File: src/rtl/cv32e40s_obi_trans_handler.sv
// OBI master-side A/R channel driver: turns a valid/ready transaction request
// into OBI requests, holds the payload stable until grant and bounds the
// number of granted-but-unanswered transactions.
module cv32e40s_obi_trans_handler #(
  parameter  int MAX_OUTSTANDING = 2,
  localparam int CNT_W           = $clog2(MAX_OUTSTANDING + 1)
) (
  input  logic             clk,
  input  logic             rst,
  // core side
  input  logic             trans_valid_i,
  output logic             trans_ready_o,
  input  logic [31:0]      trans_addr_i,
  input  logic             trans_we_i,
  input  logic [3:0]       trans_be_i,
  input  logic [31:0]      trans_wdata_i,
  output logic             resp_valid_o,
  output logic [31:0]      resp_rdata_o,
  output logic             resp_err_o,
  // OBI side
  output logic             obi_req_o,
  input  logic             obi_gnt_i,
  output logic [31:0]      obi_addr_o,
  output logic             obi_we_o,
  output logic [3:0]       obi_be_o,
  output logic [31:0]      obi_wdata_o,
  input  logic             obi_rvalid_i,
  input  logic [31:0]      obi_rdata_i,
  input  logic             obi_err_i,
  // status
  output logic [CNT_W-1:0] outstanding_o,
  output logic             busy_o
);

  typedef enum logic {
    ST_TRANSPARENT,
    ST_REGISTERED
  } state_e;

  typedef struct packed {
    logic [31:0] addr;
    logic        we;
    logic [3:0]  be;
    logic [31:0] wdata;
  } payload_t;

  state_e           r_state;
  state_e           w_state_nxt;
  logic [CNT_W-1:0] r_count;
  payload_t         r_payload;
  payload_t         w_payload_in;
  payload_t         w_payload_out;
  logic             w_ready;
  logic             w_accept;
  logic             w_capture;
  logic             w_inc;
  logic             w_dec;

  assign w_payload_in = '{addr: trans_addr_i, we: trans_we_i, be: trans_be_i, wdata: trans_wdata_i};

  // Ready only while no request is parked and a new one cannot overflow the counter.
  assign w_ready  = !rst && (r_state == ST_TRANSPARENT) && (r_count < CNT_W'(MAX_OUTSTANDING));
  assign w_accept = trans_valid_i && w_ready;

  // Next-state and request/payload selection.
  always_comb begin
    // NOTE: every output of this block gets a default first so no latch is inferred.
    w_state_nxt   = r_state;
    w_capture     = 1'b0;
    obi_req_o     = 1'b0;
    w_payload_out = w_payload_in;
    unique case (r_state)
      ST_TRANSPARENT: begin
        obi_req_o = w_accept;
        if (w_accept && !obi_gnt_i) begin
          w_capture   = 1'b1;
          w_state_nxt = ST_REGISTERED;
        end
      end
      ST_REGISTERED: begin
        // Request may only be withdrawn without a grant under reset.
        obi_req_o     = !rst;
        w_payload_out = r_payload;
        if (obi_gnt_i) begin
          w_state_nxt = ST_TRANSPARENT;
        end
      end
      default: w_state_nxt = ST_TRANSPARENT;
    endcase
  end

  // State register.
  always_ff @(posedge clk) begin
    // NOTE: sequential state uses non-blocking assignments so all flops update together.
    if (rst) begin
      r_state <= ST_TRANSPARENT;
    end else begin
      r_state <= w_state_nxt;
    end
  end

  // Payload register, loaded only when a request is parked waiting for grant.
  always_ff @(posedge clk) begin
    // NOTE: a single control register (not a memory array) is cheap to reset, so it is.
    if (rst) begin
      r_payload <= '0;
    end else if (w_capture) begin
      r_payload <= w_payload_in;
    end
  end

  // Outstanding counter: +1 on granted request, -1 on response; a stray response at 0 is ignored.
  assign w_inc = obi_req_o && obi_gnt_i;
  assign w_dec = obi_rvalid_i && (r_count != '0);

  // Outstanding counter register.
  always_ff @(posedge clk) begin
    if (rst) begin
      r_count <= '0;
    end else if (w_inc && !w_dec) begin
      r_count <= r_count + CNT_W'(1);
    end else if (w_dec && !w_inc) begin
      r_count <= r_count - CNT_W'(1);
    end
  end

  assign obi_addr_o    = w_payload_out.addr;
  assign obi_we_o      = w_payload_out.we;
  assign obi_be_o      = w_payload_out.be;
  assign obi_wdata_o   = w_payload_out.wdata;

  assign trans_ready_o = w_ready;
  assign resp_valid_o  = obi_rvalid_i;
  assign resp_rdata_o  = obi_rdata_i;
  assign resp_err_o    = obi_err_i;
  assign outstanding_o = r_count;
  assign busy_o        = (r_count != '0) || (r_state == ST_REGISTERED);

  // Protocol checks.
  a_req_stable : assert property (@(posedge clk) disable iff (rst)
    obi_req_o && !obi_gnt_i |=> obi_req_o && $stable(obi_addr_o) && $stable(obi_we_o)
                                && $stable(obi_be_o) && $stable(obi_wdata_o));

  a_cnt_bound : assert property (@(posedge clk) disable iff (rst)
    r_count <= CNT_W'(MAX_OUTSTANDING));

  a_no_stray_rvalid : assert property (@(posedge clk) disable iff (rst)
    obi_rvalid_i |-> r_count != '0);

endmodule
File: config.mk
export PLATFORM = sky130hd
export DESIGN_NAME = cv32e40s_obi_trans_handler
export DESIGN_NICKNAME = d
export VERILOG_FILES = /design/src/rtl/cv32e40s_obi_trans_handler.sv
export SDC_FILE = /design/constraint.sdc
export NUM_CORES = 1
export LEC_CHECK = 0
export CAP_MARGIN = 20
export CORE_MARGIN = 4
export CORE_UTILIZATION = 30
export DETAILED_ROUTE_END_ITERATION = 10
export GPL_ROUTABILITY_DRIVEN = 0
export HOLD_SLACK_MARGIN = 0.1
export PLACE_DENSITY = 0.74
export SLEW_MARGIN = 20
export SYNTH_ARGS = -nofsm -noshare
export SYNTH_HDL_FRONTEND = slang
export SYNTH_SLANG_ARGS = --single-unit
File: constraint.sdc
create_clock -name clk -period 3.45 [get_ports clk]
set_clock_uncertainty 0.05 [all_clocks]
set_input_delay 0.5175 -clock clk [delete_from_list [all_inputs] [get_ports clk]]
set_output_delay 0.5175 -clock clk [all_outputs]
set_load 0.02 [all_outputs]
==> flow_summary.yaml <==
critical_path:
  worstReg2RegEnd: "r_payload[29]"
  worstPathRequired_ns: 2.88
  critPathLaunch: "r_state"
  r2r_slack_ns: 1.44
  crit_path_end_kind: "primary output"
  cp-endpoint: "obi_wdata_o[31]"
  r2r_cells: 4
  startpoint_type: "flip-flop"
  cp.arrival_ns: 2.23
  path_class: "flip-flop to primary output"
  critPathMaxFanout: 31
  regToRegStartpoint: "r_state"
detailed_routing:
  wire_per_inst_um: 15.7
  drtPass1Iterations: 4
  vias: 3583
  wl_um: 11100
  ant_nets: 0
  post_drt_via_cell_ratio: 5.07
  drtIter0Drc: 151
  drc: 0
floorplanning:
  fp.dieH_um: 123
  io_pins: 215
  die_area_um2: 15200
  core_area_um2: 12800
  die_w_um: 123
  num_rows: 41
  initial_core_util_pct: 31.1
logic_synthesis:
  yosysUniqueCellTypes: 23
  synth_top_area_cell: "dfxtp_1"
  synth_nets: 554
  synth_edf_count: 0
  ys.flop_type: "dfxtp_1"
  synth_top_area_share_pct: 36.1
  netlist_top_cells_area: "dfxtp_1 (36%), mux2_2 (19%), o211ai_1 (11%), nand3_1 (8.7%), buf_4 (6.6%)"
  yosysMostFrequentCell: "dfxtp_1"
  synthCells: 446
  async_flop_share_pct: 0
  ys_seq_area_share_pct: 36.1
  yosys_warnings: 0
  synth.cell_area_um2: 3990
  syn_avg_cell_area_um2: 8.94
  synth_common_cells: "dfxtp_1 (72), mux2_2 (69), nand2_1 (69), nand3_1 (69), o211ai_1 (59)"
  ys_ff_latch: 72
clock_tree:
  cts_root_buf: "clkbuf_16"
  cts_setup_buffers: 0
  numClockSinks: 72
  tritoncts: "built"
  htree_num_levels: 3
  hold_buffers: 0
  clk_latency_ns: 0.33
  cts_made_buffers: 9
  path_clk_slew_ns: 0.05
  cts_resized: 0
  cts.path.max_buffers: 2
finish:
  finalNetCount: 640
  area_growth_pct: 40.0
  antenna-diode-count: 0
  drive_above_1_share_pct: 19.4
global_route:
  grt_max_degree: 70
  antenna_found_initial: 0
  gr-total-overflow: 0
  grt_pass1_wl_um: 18100
  grt_usage_pct: 14.9
  grt_pass1_vias: 3643
power_and_ir_drop:
  p_leak_uw: 0.00224
  powerDensity_nw_per_um2: 495
  vdd_drop_max_mv: 0.296
  p_total_uw: 2760
hold_path:
  hold_path.class: "flip-flop to flip-flop"
timing:
  min_period_over_period_pct: 81.1
  tightestPinTransition_ns: 0.829
  grt_setup_unrepaired: "no"
  clock.fmax_mhz: 357
  post-route-min-period_ns: 2.80
  slew_violations: 0
  setup_tns_ns: 0
  hold_viol: 0
  setup_viol_count_final: 0
  slew_headroom_pct: 44.8
status:
  status: "complete, no violations"
flow_run:
  max-cap-violations: 0
placed_design:
  port_buffers: 148
  hpwl_um: 7490
[placed cells by master, fill, tap and decap left out]
cell type / n
clkbuf_16: 9
buf_4: 4
o21a_1: 1
or2_2: 1
nor2b_4: 1
nand2_1: 69
dfxtp_4: 1
nand2b_2: 1
o211ai_2: 10
nor3_4: 1
or3_1: 2
clkbuf_8: 2
o21ai_0: 2
buf_12: 3
and2_1: 1
o211ai_1: 59
clkinv_2: 1
clkbuf_1: 2
nor2_1: 1
ha_1: 1
clkdlybuf4s50_1: 148
nand3_1: 69
dfxtp_1: 71
inv_2: 1
nor2b_1: 2
a21oi_1: 1
mux2_2: 69
xor2_1: 2
[where the power goes]
group	leakage [uW]	internal, uW	switching (uW)
sequential	0.000588	915	71.8
combinational	0.00152	427	515
clock	0.000132	516	317
total	0.00224	1860	904
[layout make-up]
class	count	area [um2]
Timing Repair Buffer	155	1570
Clock inverter	1	5.00
Sequential cell	72	1450
Multi-Input combinational cell	293	2080
Tap cell	172	215
Clock buffer	13	260
Inverter	1	3.75
Fill cell	1234	7240
[critical path, cell delays in order (launching register included)]
cell and delay, ns:
dfxtp_4 0.63, buf_4 0.34, mux2_2 0.38, clkdlybuf4s50_1 0.54
[registers in the layout (all words and copies together) (netlist names)]
signal,flops
r_state,1
r_payload,69
outstanding_o,2
[worst min-delay path by stage]
stage	startpoint	end	slack (ns)	cells past startpoint
global placement	r_payload[27]	r_payload[27]	0.41	2
floorplan	r_payload[18]	r_payload[18]	0.40	2
global route	r_payload[18]	r_payload[18]	0.44	2
finish	r_payload[27]	r_payload[27]	0.42	2
detailed placement	r_payload[27]	r_payload[27]	0.41	2
CTS	r_payload[27]	r_payload[27]	0.42	2
[stage by stage]
stage / cells / hold WS, ns / worst slack [ns] / utilization (%) / instance area [um2]
6_report: 707 / 0.419 / 0.652 / 43.5 / 5580
5_1_grt: 707 / 0.438 / 0.550 / 43.5 / 5580
3_5_place_dp: 693 / 0.412 / 0.894 / 41.5 / 5320
3_3_place_gp: 693 / 0.405 / 0.890 / 41.5 / 5320
4_1_cts: 707 / 0.423 / 0.622 / 43.5 / 5580
2_1_floorplan: 446 / 0.395 / 1.49 / - / 3990
[kinds of logic after synthesis]
group | Yosys count | share of synthesized area [%]
AND/OR/NAND/NOR | 148 | 16.8
buffers and inverters | 81 | 12.0
AO/OA/AOI/OAI | 73 | 14.8
flip-flops | 72 | 36.1
multiplexers | 69 | 19.5
XOR/XNOR | 2 | 0.439
adder cells (fa/ha/maj) | 1 | 0.314
[routing by layer]
layer / share of wire (%) / wire (um) / track usage [%] / up-vias
li1: - / - / - / 1740
met1: 44 / 4920 / 18.3 / 1691
met2: 47 / 5250 / 24.5 / 133
met3: 7.4 / 819 / 5.58 / 19
met4: 1.2 / 134 / 4.15 / 0
met5: 0 / 0 / 0 / -
(Power assumes the default switching activity.)
